### config.mk
export PLATFORM = sky130hd
export DESIGN_NAME = fpdiv_ctrl
export DESIGN_NICKNAME = d
export VERILOG_FILES = /design/src/rtl/fpdiv_pkg.sv /design/src/rtl/fpdiv_ctrl.sv
export SDC_FILE = /design/constraint.sdc
export NUM_CORES = 1
export LEC_CHECK = 0
export BUFFER_PORTS_ARGS = -buffer_cell sky130_fd_sc_hd__buf_2
export CAP_MARGIN = 25
export CORE_AREA = 10 10 47 49
export CTS_BUF_LIST = sky130_fd_sc_hd__clkbuf_16
export DETAILED_ROUTE_END_ITERATION = 8
export DIE_AREA = 0 0 57 59
export HOLD_SLACK_MARGIN = 0.15
export SLEW_MARGIN = 20
export SYNTH_ARGS = -nofsm -noshare
export SYNTH_HDL_FRONTEND = slang
export SYNTH_SLANG_ARGS = --single-unit
### constraint.sdc
create_clock -name clk -period 3 [get_ports clk]
set_input_delay 0.3 -clock clk [delete_from_list [all_inputs] [get_ports clk]]
set_output_delay 0.3 -clock clk [all_outputs]
set_load 0.005 [all_outputs]
### src/rtl/fpdiv_pkg.sv
// Shared definitions for the Goldschmidt divider controller and datapath.
// Holds the FSM state encoding and the operand-mux select codes.
package fpdiv_pkg;

    typedef enum logic [2:0] {
        S_IDLE,
        S_INIT_Q,
        S_INIT_D,
        S_ITER_Q,
        S_ITER_D,
        S_DONE
    } state_t;

    // Multiplier operand A: rega (K), divisor d, initial approximation ia
    localparam logic [1:0] MUXA_REGA = 2'b00;
    localparam logic [1:0] MUXA_D    = 2'b01;
    localparam logic [1:0] MUXA_IA   = 2'b10;

    // Multiplier operand B: divisor d, dividend x, regb (Q), regc (D)
    localparam logic [1:0] MUXB_D    = 2'b00;
    localparam logic [1:0] MUXB_X    = 2'b01;
    localparam logic [1:0] MUXB_REGB = 2'b10;
    localparam logic [1:0] MUXB_REGC = 2'b11;

endpackage

### src/rtl/fpdiv_ctrl.sv
// Goldschmidt division sequencer: steers the shared multiplier between the
// quotient (Q) and divisor (D) chains for N_ITER refinement iterations.
module fpdiv_ctrl
    import fpdiv_pkg::*;
#(
    parameter int N_ITER = 3,
    parameter int CNT_W  = 3
) (
    input  logic       clk,
    input  logic       reset,
    input  logic       start,
    input  logic       d_zero,
    output logic       busy,
    output logic       done,
    output logic       dbz,
    output logic [1:0] sel_muxa,
    output logic [1:0] sel_muxb,
    output logic       loada,
    output logic       loadb,
    output logic       loadc
);

    localparam logic [CNT_W-1:0] CNT_LAST = CNT_W'(N_ITER - 1);

    state_t           state;
    state_t           state_nxt;
    logic [CNT_W-1:0] cnt;
    logic [CNT_W-1:0] cnt_nxt;
    logic             accept;

    assign accept = (state == S_IDLE) && start;

    always_ff @(posedge clk or posedge reset) begin
        if (reset) begin
            state <= S_IDLE;
            cnt   <= '0;
            dbz   <= 1'b0;
        end else begin
            state <= state_nxt;
            cnt   <= cnt_nxt;
            if (accept) begin
                dbz <= d_zero;
            end
        end
    end

    always_comb begin
        state_nxt = state;
        cnt_nxt   = cnt;
        busy      = 1'b1;
        done      = 1'b0;
        sel_muxa  = MUXA_REGA;
        sel_muxb  = MUXB_D;
        loada     = 1'b0;
        loadb     = 1'b0;
        loadc     = 1'b0;
        unique case (state)
            S_IDLE: begin
                busy = 1'b0;
                if (start) begin
                    state_nxt = d_zero ? S_DONE : S_INIT_Q;
                end
            end
            S_INIT_Q: begin
                sel_muxa  = MUXA_IA;
                sel_muxb  = MUXB_X;
                loadb     = 1'b1;
                state_nxt = S_INIT_D;
            end
            S_INIT_D: begin
                sel_muxa  = MUXA_IA;
                sel_muxb  = MUXB_D;
                loadc     = 1'b1;
                loada     = 1'b1;
                cnt_nxt   = '0;
                state_nxt = S_ITER_Q;
            end
            S_ITER_Q: begin
                sel_muxa  = MUXA_REGA;
                sel_muxb  = MUXB_REGB;
                loadb     = 1'b1;
                state_nxt = S_ITER_D;
            end
            S_ITER_D: begin
                sel_muxa = MUXA_REGA;
                sel_muxb = MUXB_REGC;
                loadc    = 1'b1;
                loada    = 1'b1;
                // Stop at the last iteration so the counter can never wrap
                if (cnt == CNT_LAST) begin
                    state_nxt = S_DONE;
                end else begin
                    cnt_nxt   = cnt + 1'b1;
                    state_nxt = S_ITER_Q;
                end
            end
            S_DONE: begin
                done      = 1'b1;
                state_nxt = S_IDLE;
            end
            default: begin
                state_nxt = S_IDLE;
            end
        endcase
    end

endmodule

==> results.json <==
{
  "outcome": "finished clean",
  "met2WireLength_um": 468,
  "synthToLayoutAreaGrowth_pct": 24.7,
  "critPathMaxStageDelay_ps": 620,
  "number_of_antenna_violations_at_the_first_check_in_global_routing": 0,
  "clock_insertion_delay_worst_skew_ps": 230,
  "die_ht_um": 59,
  "first_global_vias": 431,
  "total_number_of_vias": 404,
  "worstPathMaxFanout": 12,
  "wl_per_cell_um": 13.1,
  "setup_tns_ps": 0,
  "grt_setup_unrepaired": "false",
  "switching_power_mw": 0.276,
  "ios": 14,
  "tritoncts": "done",
  "peakVddDrop_mv": 0.494,
  "layout.nets": 73,
  "clk_root_buffer_cell": "clkbuf_16",
  "timing.fmax_mhz": 596,
  "synthDominantCellAreaShare_pct": 34.9,
  "async_reset_ff_share_pct": 100,
  "first_iter_violations": 3,
  "r2r-end": "dbz$_DFFE_PP0P_",
  "htree_levels": 1,
  "number_of_buffer_cells_added_on_primary_ports": 12,
  "numCtsBuffers": 3,
  "power.share.combinational_pct": 39.5,
  "floorplan.rows": 14,
  "cp.arrival_ps": 1380,
  "post_synth_main_area_contributors": "dfrtp_1 35%, buf_4 9.0%, a22o_1 5.2%",
  "firstDrtPassIters": 2,
  "worstSetupPathType": "flop to primary output",
  "power_frac_clock_pct": 30.2,
  "crit_path_start": "state[0]$_DFFE_PP0P_",
  "post-route-period-util_pct": 55.9,
  "internal-power_mw": 0.471,
  "worstSetupStartpointType": "flop",
  "synth_cell_type_count": 26,
  "fraction_of_final_layout_cells_with_drive_strength_greater_than_1_pct": 27.3,
  "globalRouteOverflowTotal": 0,
  "seq_power_share_pct": 30.3,
  "p_leak_nw": 0.300,
  "met3WireLength_um": 15,
  "worst-r2r-setup-slack_ps": 1660,
  "route.final.wire_length_mm": 1.08,
  "synth_fp_nets": 61,
  "syn-mean-instance-area_um2": 9.12,
  "grt_max_degree": 19,
  "critPathSlowestCell": "dfrtp_1",
  "most_used_flip_flop_cell_after_synthesis": "dfrtp_1",
  "synthesis.area_um2": 502,
  "drt-met1-wl_um": 535,
  "fin_worst_hold_slack_ps": 318,
  "ys_warn_count": 0,
  "number_of_antenna_cells_inserted": 0,
  "slew_violations": 0,
  "cts.reportedPaths.clkPinSlew_ps": 40,
  "maxSlewHeadroom_pct": 64.0,
  "dp_hpwl_um": 762,
  "post-synth-top-area-cell": "dfrtp_1",
  "number_of_register_bits_inferred_by_synthesis": 7,
  "design.die.area_um2": 3360,
  "cp.required_ps": 2700,
  "postRouteAntennaNets": 0,
  "place_congestion": 0.716,
  "power-per-cell-area_nw_per_um2": 1190,
  "power.share.switching_pct": 36.9,
  "synth.yosys.seq_area_share_pct": 34.9,
  "drt-vias-per-instance": 4.93,
  "tightest_slew_ps": 539,
  "grt_first_pass_wirelength_mm": 1.86,
  "final.setup_skew_ps": 1.82,
  "core_area_um2": 1400,
  "worst_path_cell_chain": "nor2b_1, a22o_1, buf_2",
  "drt_drc_violations_left": 0,
  "ctsLongestPathBuffers": 2,
  "worst_hold_path_type": "input port to flop",
  "final.min_clock_period_ps": 1680,
  "die_width_um": 57,
  "fill_cells": 155,
  "worstSetupEndpoint": "sel_muxb[1]",
  "setup_violations": 0,
  "synth_edf_count": 0,
  "max_cap_viol_count": 0,
  "syn-instance-count": 55,
  "report.final.hold_viol_count": 0,
  "clkSinkCount": 7,
  "maxUsedRoutingLayer": "met4",
  "initial_core_util_pct": 35.8,
  "rr_worst_depth": 3,
  "global_route.usage.total_pct": 7.10,
  "r2r-start": "state[1]$_DFFE_PP0P_",
  "endpoint_kind": "primary output"
}
-- power groups by stage --
stage	Sequential (mW)	Clock, mW	Combinational (mW)
floorplan	0.164	0	0.291
global placement	0.224	0	0.302
detailed placement	0.227	0	0.299
CTS	0.226	0.229	0.304
global route	0.239	0.235	0.335
finish	0.227	0.225	0.295
-- layout by cell type (no fill, tap or decap), drive strengths merged, types with 2 or more instances in the layout --
cell    netlist  routed
buf           6      12
dfrtp         7       7
nor2          6       6
xnor2         3       3
nand3         3       3
inv           2       3
nand2         3       3
a22o          3       3
nor3          3       3
clkbuf        0       3
o21ai         3       3
and2          2       2
ha            2       2
-- critical path: cells and delay by family, from the launching register on --
kind                   cells  cell delay, ps
and+or+nand+nor            1             270
AOI/OAI and AO/OA          1             150
buffers and inverters      1             110
DFF                        1             620
-- through the flow --
stage          setup slack, ps  area, um^2  power, mW  std cells  utilization (%)
2_1_floorplan             1670         502      0.455         55                -
3_3_place_gp              1570         537      0.525         77             38.3
4_1_cts                   1310         626      0.760         82             44.6
3_5_place_dp              1560         537      0.527         77             38.3
6_report                  1320         626      0.747         82             44.6
5_1_grt                   1220         626      0.810         82             44.6
-- synthesized netlist by cell type, types with 2 or more instances --
library cell  count
a22o_1            3
buf_4             6
xnor2_1           3
nand3_1           3
dfrtp_1           7
inv_1             2
o21ai_0           2
nand2_1           3
nor3_1            3
and2_1            2
ha_1              2
nor2_1            5
-- worst min-delay path by stage --
stage | start | end | slack (ps) | cells after the start
finish | d_zero | dbz$_DFFE_PP0P_ | 320 | 2
global route | d_zero | dbz$_DFFE_PP0P_ | 330 | 2
CTS | d_zero | dbz$_DFFE_PP0P_ | 320 | 2
detailed placement | reset | dbz$_DFFE_PP0P_ | 250 | 2
global placement | reset | state[0]$_DFFE_PP0P_ | 260 | 2
floorplan | reset | cnt[0]$_DFFE_PP0P_ | 100 | 1
-- logic make-up (layout without fill, tap and decap cells) --
family	count (synthesis)	after routing	share of synthesized area [%]
and+or+nand+nor	23	23	26.2
muxes	2	2	4.99
DFF	7	7	34.9
other	1	1	0.747
xor gates and xnor gates	3	3	5.24
AOI/OAI and AO/OA	9	9	12.5
buffers and inverters	8	19	10.5
adders and majority gates	2	2	4.99
-- registers in the layout, indices dropped and copies added (netlist names) --
name   count
state      3
cnt        3
dbz        1
-- repair_timing --
item / 4_1_cts / 5_1_grt
hold endpoints to repair: 7 / 0
buffers inserted: 0 / 0
endpoints found under the setup margin: 0 / 0
gates resized for setup: 0 / 0
hold buffers: 1 / 0
-- cell type report --
class | instances | area [um^2] | area share (%)
multi-input combinational | 40 | 274 | 43.8
clock buffer | 3 | 75.1 | 12.0
clock inverter | 1 | 3.75 | 0.600
timing repair buffer | 13 | 70.1 | 11.2
inverter | 2 | 7.51 | 1.20
tap | 16 | 20.0 | 3.20
sequential | 7 | 175 | 28.0
-- per-layer routing --
metal  GRT usage [%]  up-vias
met2            10.2       11
li1                -      206
met3            1.29        5
met4            8.05        0
met5               0        -
met1            8.10      182
Note: power is estimated with default switching activity, not from simulation.
